## src/rtl/grey_seq_pkg.sv

```systemverilog
// Shared types, command codes and Johnson-code helpers for the grey_seq
// sequencer: state encoding, 5-bit decade Johnson digit constants and
// conversions between BCD nibbles and Johnson digits.
package grey_seq_pkg;

  typedef enum logic [1:0] {
    ST_IDLE  = 2'd0,
    ST_RUN   = 2'd1,
    ST_PAUSE = 2'd2,
    ST_LOAD  = 2'd3
  } state_e;

  localparam logic [1:0] CMD_START = 2'd0;
  localparam logic [1:0] CMD_STOP  = 2'd1;
  localparam logic [1:0] CMD_CLEAR = 2'd2;
  localparam logic [1:0] CMD_LOAD  = 2'd3;

  localparam logic [4:0] DIG0 = 5'b00000;
  localparam logic [4:0] DIG1 = 5'b00001;
  localparam logic [4:0] DIG2 = 5'b00011;
  localparam logic [4:0] DIG3 = 5'b00111;
  localparam logic [4:0] DIG4 = 5'b01111;
  localparam logic [4:0] DIG5 = 5'b11111;
  localparam logic [4:0] DIG6 = 5'b11110;
  localparam logic [4:0] DIG7 = 5'b11100;
  localparam logic [4:0] DIG8 = 5'b11000;
  localparam logic [4:0] DIG9 = 5'b10000;

  // Nibbles above 9 map to the top digit so a stray value can never
  // produce an illegal Johnson pattern.
  function automatic logic [4:0] bcd_to_johnson(input logic [3:0] bcd);
    logic [4:0] j;
    case (bcd)
      4'd0:    j = DIG0;
      4'd1:    j = DIG1;
      4'd2:    j = DIG2;
      4'd3:    j = DIG3;
      4'd4:    j = DIG4;
      4'd5:    j = DIG5;
      4'd6:    j = DIG6;
      4'd7:    j = DIG7;
      4'd8:    j = DIG8;
      default: j = DIG9;
    endcase
    return j;
  endfunction

  // Illegal Johnson patterns decode as 0; the digit registers never hold one.
  function automatic logic [3:0] johnson_to_bcd(input logic [4:0] j);
    logic [3:0] b;
    case (j)
      DIG1:    b = 4'd1;
      DIG2:    b = 4'd2;
      DIG3:    b = 4'd3;
      DIG4:    b = 4'd4;
      DIG5:    b = 4'd5;
      DIG6:    b = 4'd6;
      DIG7:    b = 4'd7;
      DIG8:    b = 4'd8;
      DIG9:    b = 4'd9;
      default: b = 4'd0;
    endcase
    return b;
  endfunction

endpackage

```

## src/rtl/grey_seq_digit.sv

```systemverilog
// One decade Johnson-code digit register with synchronous clear, parallel
// load and ripple-free increment. Carry-out is combinational so all three
// digits of the chain update on the same edge.
module grey_seq_digit
  import grey_seq_pkg::*;
(
  input  logic       i_clk,
  input  logic       i_rst_n,
  input  logic       i_clr,
  input  logic       i_load,
  input  logic [4:0] i_load_val,
  input  logic       i_inc,
  input  logic       i_cin,
  output logic       o_cout,
  output logic [4:0] o_q
);

  logic [4:0] q;
  logic       adv;

  // A digit only advances when the chain tick reaches it through the carries.
  assign adv    = i_inc && i_cin;
  assign o_cout = adv && (q == DIG9);
  assign o_q    = q;

  // Digit register: clear beats load beats increment; 9 wraps to 0 naturally.
  always_ff @(posedge i_clk or negedge i_rst_n) begin
    if (!i_rst_n) begin
      q <= DIG0;
    end else if (i_clr) begin
      q <= DIG0;
    end else if (i_load) begin
      q <= i_load_val;
    end else if (adv) begin
      q <= {q[3:0], ~q[4]};
    end
  end

endmodule

```

## src/rtl/grey_seq_ctrl.sv

```systemverilog
// Run/pause/clear/load sequencer for a 3-digit decade Johnson counter.
// Owns the prescaler, the preset register and three grey_seq_digit
// instances; commands arrive over a valid/ready port.
// Build option: define GREY_SEQ_AUTORELOAD_EN to reload the digits from the
// preset and keep running on terminal count (default: hold and go IDLE).
module grey_seq_ctrl
  import grey_seq_pkg::*;
#(
  parameter int unsigned pCOUNT = 1000,
  parameter int unsigned pCW    = 16
) (
  input  logic        i_clk,
  input  logic        i_rst_n,
  input  logic        i_cmd_valid,
  input  logic [1:0]  i_cmd,
  output logic        o_cmd_ready,
  input  logic [11:0] i_load_bcd,
  input  logic [11:0] i_limit_bcd,
  output logic [4:0]  o_100,
  output logic [4:0]  o_010,
  output logic [4:0]  o_001,
  output logic        o_tick,
  output logic        o_done,
  output logic        o_err,
  output logic [1:0]  o_state
);

  localparam logic [pCW-1:0] PRESC_LAST = pCW'(pCOUNT - 1);

  // Saturate a BCD nibble into the legal 0..9 range.
  function automatic logic [3:0] bcd_clamp(input logic [3:0] nib);
    return (nib > 4'd9) ? 4'd9 : nib;
  endfunction

  state_e         state_q, state_d;
  state_e         origin_q, origin_d;
  logic [1:0]     step_q, step_d;
  logic [pCW-1:0] presc_q, presc_d;
  logic [11:0]    preset_q, preset_d;
  logic           tick_q, done_q, err_q;

  logic           ready, accept;
  logic           is_start, is_stop, is_clear, is_load;
  logic           wrap, tick_ev, match, done_ev, adv, err_ev, reload;
  logic           load_act;
  logic [11:0]    cur_bcd;
  logic           ld_u, ld_t, ld_h;
  logic [4:0]     val_u, val_t, val_h;
  logic [4:0]     q_u, q_t, q_h;
  logic           cout_u, cout_t, cout_h_unused;

  // Control state, prescaler, preset and registered event pulses.
  always_ff @(posedge i_clk or negedge i_rst_n) begin
    if (!i_rst_n) begin
      state_q  <= ST_IDLE;
      origin_q <= ST_IDLE;
      step_q   <= 2'd0;
      presc_q  <= '0;
      preset_q <= 12'h000;
      tick_q   <= 1'b0;
      done_q   <= 1'b0;
      err_q    <= 1'b0;
    end else begin
      state_q  <= state_d;
      origin_q <= origin_d;
      step_q   <= step_d;
      presc_q  <= presc_d;
      preset_q <= preset_d;
      tick_q   <= tick_ev;
      done_q   <= done_ev;
      err_q    <= err_ev;
    end
  end

  // Command decode, tick/terminal events and digit-chain controls.
  always_comb begin : ctrl_decode
    ready    = (state_q != ST_LOAD);
    accept   = i_cmd_valid && ready;
    is_start = accept && (i_cmd == CMD_START);
    is_stop  = accept && (i_cmd == CMD_STOP);
    is_clear = accept && (i_cmd == CMD_CLEAR);
    is_load  = accept && (i_cmd == CMD_LOAD);

    // A STOP or CLEAR landing on the wrap cycle swallows that tick entirely.
    wrap     = (state_q == ST_RUN) && (presc_q == PRESC_LAST);
    tick_ev  = wrap && !is_stop && !is_clear;

    // Digits are always 0..9, so a limit nibble above 9 can never compare equal.
    cur_bcd  = {johnson_to_bcd(q_h), johnson_to_bcd(q_t), johnson_to_bcd(q_u)};
    match    = (cur_bcd == i_limit_bcd);
    done_ev  = tick_ev && match;
    adv      = tick_ev && !match;
    err_ev   = is_load && (state_q == ST_RUN);

`ifdef GREY_SEQ_AUTORELOAD_EN
    reload   = done_ev;
`else
    reload   = 1'b0;
`endif

    // LOAD writes units, tens, hundreds on successive cycles.
    load_act = (state_q == ST_LOAD);
    ld_u     = (load_act && (step_q == 2'd0)) || reload;
    ld_t     = (load_act && (step_q == 2'd1)) || reload;
    ld_h     = (load_act && (step_q == 2'd2)) || reload;
    val_u    = load_act ? bcd_to_johnson(bcd_clamp(i_load_bcd[3:0]))
                        : bcd_to_johnson(preset_q[3:0]);
    val_t    = load_act ? bcd_to_johnson(bcd_clamp(i_load_bcd[7:4]))
                        : bcd_to_johnson(preset_q[7:4]);
    val_h    = load_act ? bcd_to_johnson(bcd_clamp(i_load_bcd[11:8]))
                        : bcd_to_johnson(preset_q[11:8]);
  end

  // Next-state logic: command handling, prescaler stepping and LOAD sequencing.
  always_comb begin : next_state
    state_d  = state_q;
    origin_d = origin_q;
    step_d   = step_q;
    presc_d  = presc_q;
    preset_d = preset_q;
    if (is_clear) begin
      state_d = ST_IDLE;
      presc_d = '0;
    end else begin
      case (state_q)
        ST_IDLE: begin
          if (is_start) begin
            state_d = ST_RUN;
            presc_d = '0;
          end else if (is_load) begin
            state_d  = ST_LOAD;
            origin_d = ST_IDLE;
            step_d   = 2'd0;
          end
        end
        ST_RUN: begin
          if (is_stop) begin
            // The STOP cycle itself was spent running, so it still counts;
            // on the wrap cycle the count is parked so the swallowed tick
            // comes out on the first cycle after resuming.
            state_d = ST_PAUSE;
            presc_d = wrap ? presc_q : presc_q + 1'b1;
          end else begin
            presc_d = wrap ? '0 : presc_q + 1'b1;
            if (done_ev) begin
`ifdef GREY_SEQ_AUTORELOAD_EN
              state_d = ST_RUN;
`else
              state_d = ST_IDLE;
`endif
            end
          end
        end
        ST_PAUSE: begin
          if (is_start) begin
            state_d = ST_RUN;
          end else if (is_load) begin
            state_d  = ST_LOAD;
            origin_d = ST_PAUSE;
            step_d   = 2'd0;
          end
        end
        ST_LOAD: begin
          case (step_q)
            2'd0:    preset_d[3:0]  = bcd_clamp(i_load_bcd[3:0]);
            2'd1:    preset_d[7:4]  = bcd_clamp(i_load_bcd[7:4]);
            default: preset_d[11:8] = bcd_clamp(i_load_bcd[11:8]);
          endcase
          if (step_q == 2'd2) begin
            state_d = origin_q;
            step_d  = 2'd0;
          end else begin
            step_d = step_q + 2'd1;
          end
        end
        default: state_d = ST_IDLE;
      endcase
    end
  end

  // Output drive: ready is a pure function of state, pulses come from registers.
  always_comb begin : out_drive
    o_cmd_ready = ready;
    o_state     = state_q;
    o_tick      = tick_q;
    o_done      = done_q;
    o_err       = err_q;
    o_001       = q_u;
    o_010       = q_t;
    o_100       = q_h;
  end

  grey_seq_digit u_dig_001 (
    .i_clk      (i_clk),
    .i_rst_n    (i_rst_n),
    .i_clr      (is_clear),
    .i_load     (ld_u),
    .i_load_val (val_u),
    .i_inc      (adv),
    .i_cin      (1'b1),
    .o_cout     (cout_u),
    .o_q        (q_u)
  );

  grey_seq_digit u_dig_010 (
    .i_clk      (i_clk),
    .i_rst_n    (i_rst_n),
    .i_clr      (is_clear),
    .i_load     (ld_t),
    .i_load_val (val_t),
    .i_inc      (adv),
    .i_cin      (cout_u),
    .o_cout     (cout_t),
    .o_q        (q_t)
  );

  // 999 simply wraps to 000; the top carry has no consumer.
  grey_seq_digit u_dig_100 (
    .i_clk      (i_clk),
    .i_rst_n    (i_rst_n),
    .i_clr      (is_clear),
    .i_load     (ld_h),
    .i_load_val (val_h),
    .i_inc      (adv),
    .i_cin      (cout_t),
    .o_cout     (cout_h_unused),
    .o_q        (q_h)
  );

endmodule

```

## config.mk

```make
export PLATFORM = sky130hd
export DESIGN_NAME = grey_seq_ctrl
export DESIGN_NICKNAME = d
export VERILOG_FILES = /design/src/rtl/grey_seq_pkg.sv /design/src/rtl/grey_seq_digit.sv /design/src/rtl/grey_seq_ctrl.sv
export SDC_FILE = /design/constraint.sdc
export NUM_CORES = 1
export LEC_CHECK = 0
export BUFFER_PORTS_ARGS = -buffer_cell sky130_fd_sc_hd__buf_4
export CAP_MARGIN = 20
export CORE_ASPECT_RATIO = 0.5
export CORE_MARGIN = 5
export CORE_UTILIZATION = 65
export CTS_BUF_LIST = sky130_fd_sc_hd__clkbuf_2
export DETAILED_ROUTE_END_ITERATION = 10
export PLACE_DENSITY = 0.88
export RECOVER_POWER = 100
export SKIP_LAST_GASP = 1
export SLEW_MARGIN = 10
export SYNTH_ARGS = -nofsm -noshare
export SYNTH_HDL_FRONTEND = slang
export SYNTH_HIERARCHICAL = 1
export SYNTH_SLANG_ARGS = --single-unit
```

## constraint.sdc

```tcl
create_clock -name i_clk -period 8.04 [get_ports i_clk]
set_input_delay 0 -clock i_clk [delete_from_list [all_inputs] [get_ports i_clk]]
set_output_delay 0 -clock i_clk [all_outputs]
set_load 0.1 [all_outputs]
```

==> reports/metrics.cfg <==
[status]
status=finished with violations
failed_checks=capacitance limit, slew limit

[floorplanning]
fp.dieW_um=119
die_area_um2=7640
die_y_um=64.4
io_pins=50
core_area_um2=5610
rows=19
start_util_pct=68.5

[setup_path]
rr_worst_depth=10
crit_start=presc_q[10]
path_buf_inv=0
crit_family=simple AND/OR/NAND/NOR gates
worstReg2RegStart=presc_q[10]
worst-setup-path-type=flip-flop to flip-flop
cp_cell_sequence=or4_2 > nor4_1 > nand3_1 > a31oi_1 > nand3_1 > nor4b_1 > nand3_1 > nor4b_1 > a211oi_1 > o31ai_1
arrival_ns=5.23
crit_cells=10
startpoint_type=flip-flop
cpMostUsedCell=nand3_1
cp_max_fo=10
crit_slowest_cell=nor4_1
slowest_delay_ns=1.19
critPathCaptureType=flip-flop
critPathRequiredTime_ns=8.44

[power]
clockPowerShare_pct=7.3
vdd_drop_max_v=0.000145
p_leak_uw=0.00180
p_sw_share_pct=58.0
power-per-cell-area_nw_per_um2=337
p_switching_uw=848
p_int_uw=614
seqPwrFrac_pct=32.8
pwr-share-comb_pct=59.9

[route]
dr_wl_met3_um=501
wirelength_um=9470
drt_iter0_drc=268
ant_nets=0
firstDrtPassIters=5
top_layer=met4
num_vias=3640
wl_met1_um=4330
route.met2.wl_um=4520
routedWlPerCell_um=16.0
route.detailed.drc=0
vias_per_cell=6.17

[clocking]
h-tree-depth=2
cts_buffers=5
clock_sinks=51
cts_buffer_depth=2
cts_setup_buffers=0
clk_pin_slew_ns=0.26
cts_tree=yes
clock-root-buffer=clkbuf_2
insertion_delay_ns=0.46

[finish]
syn2layout_area_growth_pct=12.7
nets=559
fin_area_um2=4330
diodes=0
drive_gt1_share_pct=10.1

[logic_synthesis]
post_synth.cell_area_avg_um2=8.46
syn_area_um2=3840
synth_cells=454
yosys_warnings=6

[place]
dpl_cell_area_um2=4220
io_buffers=49
routabilityCongestion=0.870
dpl.hpwl_um=6460

[timing]
rsz0062_at_grt=false
slew_violations=66
max_freq_mhz=207
fin_setup_tns_ns=0
worst_slew_pin_slew_ns=2.76
setup_viol=0
holdWs_ns=0.0232
fin_skew_ns=0.00642
slew_headroom_pct=-83.7
period_share_pct=60.1
final_hold_viol_count=0
fin_crit_ns=4.83

[global_routing]
antenna_found_initial=0
grt_max_degree=52
grt_pass1_wl_um=16000
gr-total-overflow=0
grt_use_total_pct=25.5
grt_pass1_vias=3373

[worst_hold_path]
hold_path_depth=3
hold_start=i_load_bcd[6]
hold_path_class=primary input to flip-flop

[job]
max_cap_viol_count=2

-- cell type report --
cell class / instances / area [µm²]
flip-flops and latches: 51 / 1280
inverters: 22 / 82.6
clock inverters: 3 / 15.0
multi-input cells: 362 / 2310
clock buffers: 5 / 25.0
well taps: 73 / 91.3
fillers: 451 / 1280
repair buffers: 74 / 529
-- worst reg2reg max path, cell delays in order, from the launching register on --
cell and delay, ns:
dfrtp_1 0.48, or4_2 0.68, nor4_1 1.19, nand3_1 0.26, a31oi_1 0.48, nand3_1 0.14, nor4b_1 0.43, nand3_1 0.12
nor4b_1 0.35, a211oi_1 0.30, o31ai_1 0.33
-- metrics by stage --
step	power, µW	instances	worst slack (ns)	utilization, %
floorplan	1180	455	3.46	-
CTS	1510	590	3.47	80.3
finish	1460	590	3.21	77.2
global route	1570	590	2.74	77.2
detailed placement	1380	558	3.53	75.3
global placement	1360	558	3.82	75.3
-- layout by cell type (no fill, tap or decap), types with 3 or more instances in the layout --
master and n:
nor4b_1 4, mux2i_1 15, a211oi_1 4, or3_1 6, o21a_1 4, xnor2_1 9
mux2_2 5, nor3_1 14, o21ai_0 38, o22ai_1 3, buf_4 27, a31oi_1 4
xor2_1 5, and3_1 3, dlygate4sd3_1 24, nand4_1 5, nor4_1 5, clkinv_2 3
nand3_1 18, inv_1 22, nand3b_1 4, dfrtp_1 51, and4_1 4, clkbuf_1 23
a21o_1 4, nor2_1 34, nor3b_1 4, nand2_1 47, a211o_1 3, o211ai_1 3
o32ai_1 3, o31ai_1 15, ha_1 14, a21oi_1 29, nand2b_1 13, clkbuf_2 5
nor2b_1 8
-- flip-flops by register name, indices dropped and copies added, names as in the netlist --
signal	cells
o_state	2
preset_q	12
u_dig_001/o_q	5
o_done	1
u_dig_010/o_q	5
o_err	1
step_q	2
u_dig_100/o_q	5
origin_q	1
presc_q	16
o_tick	1
-- power groups by stage --
stage / combinational (µW) / clock, µW / sequential, µW
after global routing: 949 / 123 / 495
final: 875 / 107 / 479
after detailed placement: 903 / 0 / 481
after floorplan: 501 / 0 / 683
after global placement: 883 / 0 / 475
after CTS: 920 / 111 / 474
-- layer usage --
layer	vias to the layer above	GRT usage, %
met4	0	6.93
met3	11	5.02
met1	1750	33.4
li1	1784	-
met2	95	43.7
met5	-	0
-- final timing paths --
check	endpoint	slack (ns)
setup / recovery	u_dig_100/o_q[4]	3.21
hold / removal	preset_q[6]	0.02
setup reg to reg	u_dig_100/o_q[4]	3.21
hold reg to reg	origin_q[1]	0.53
max in group asynchronous	presc_q[10]	5.61
min in group asynchronous	presc_q[8]	0.91
-- repair_timing --
item / 4_1_cts / 5_1_grt
hold buffers: 24 / 0
endpoints found under the hold margin: 74 / 0
resized for setup: 0 / 0
Note: power is estimated with default switching activity, not from simulation.
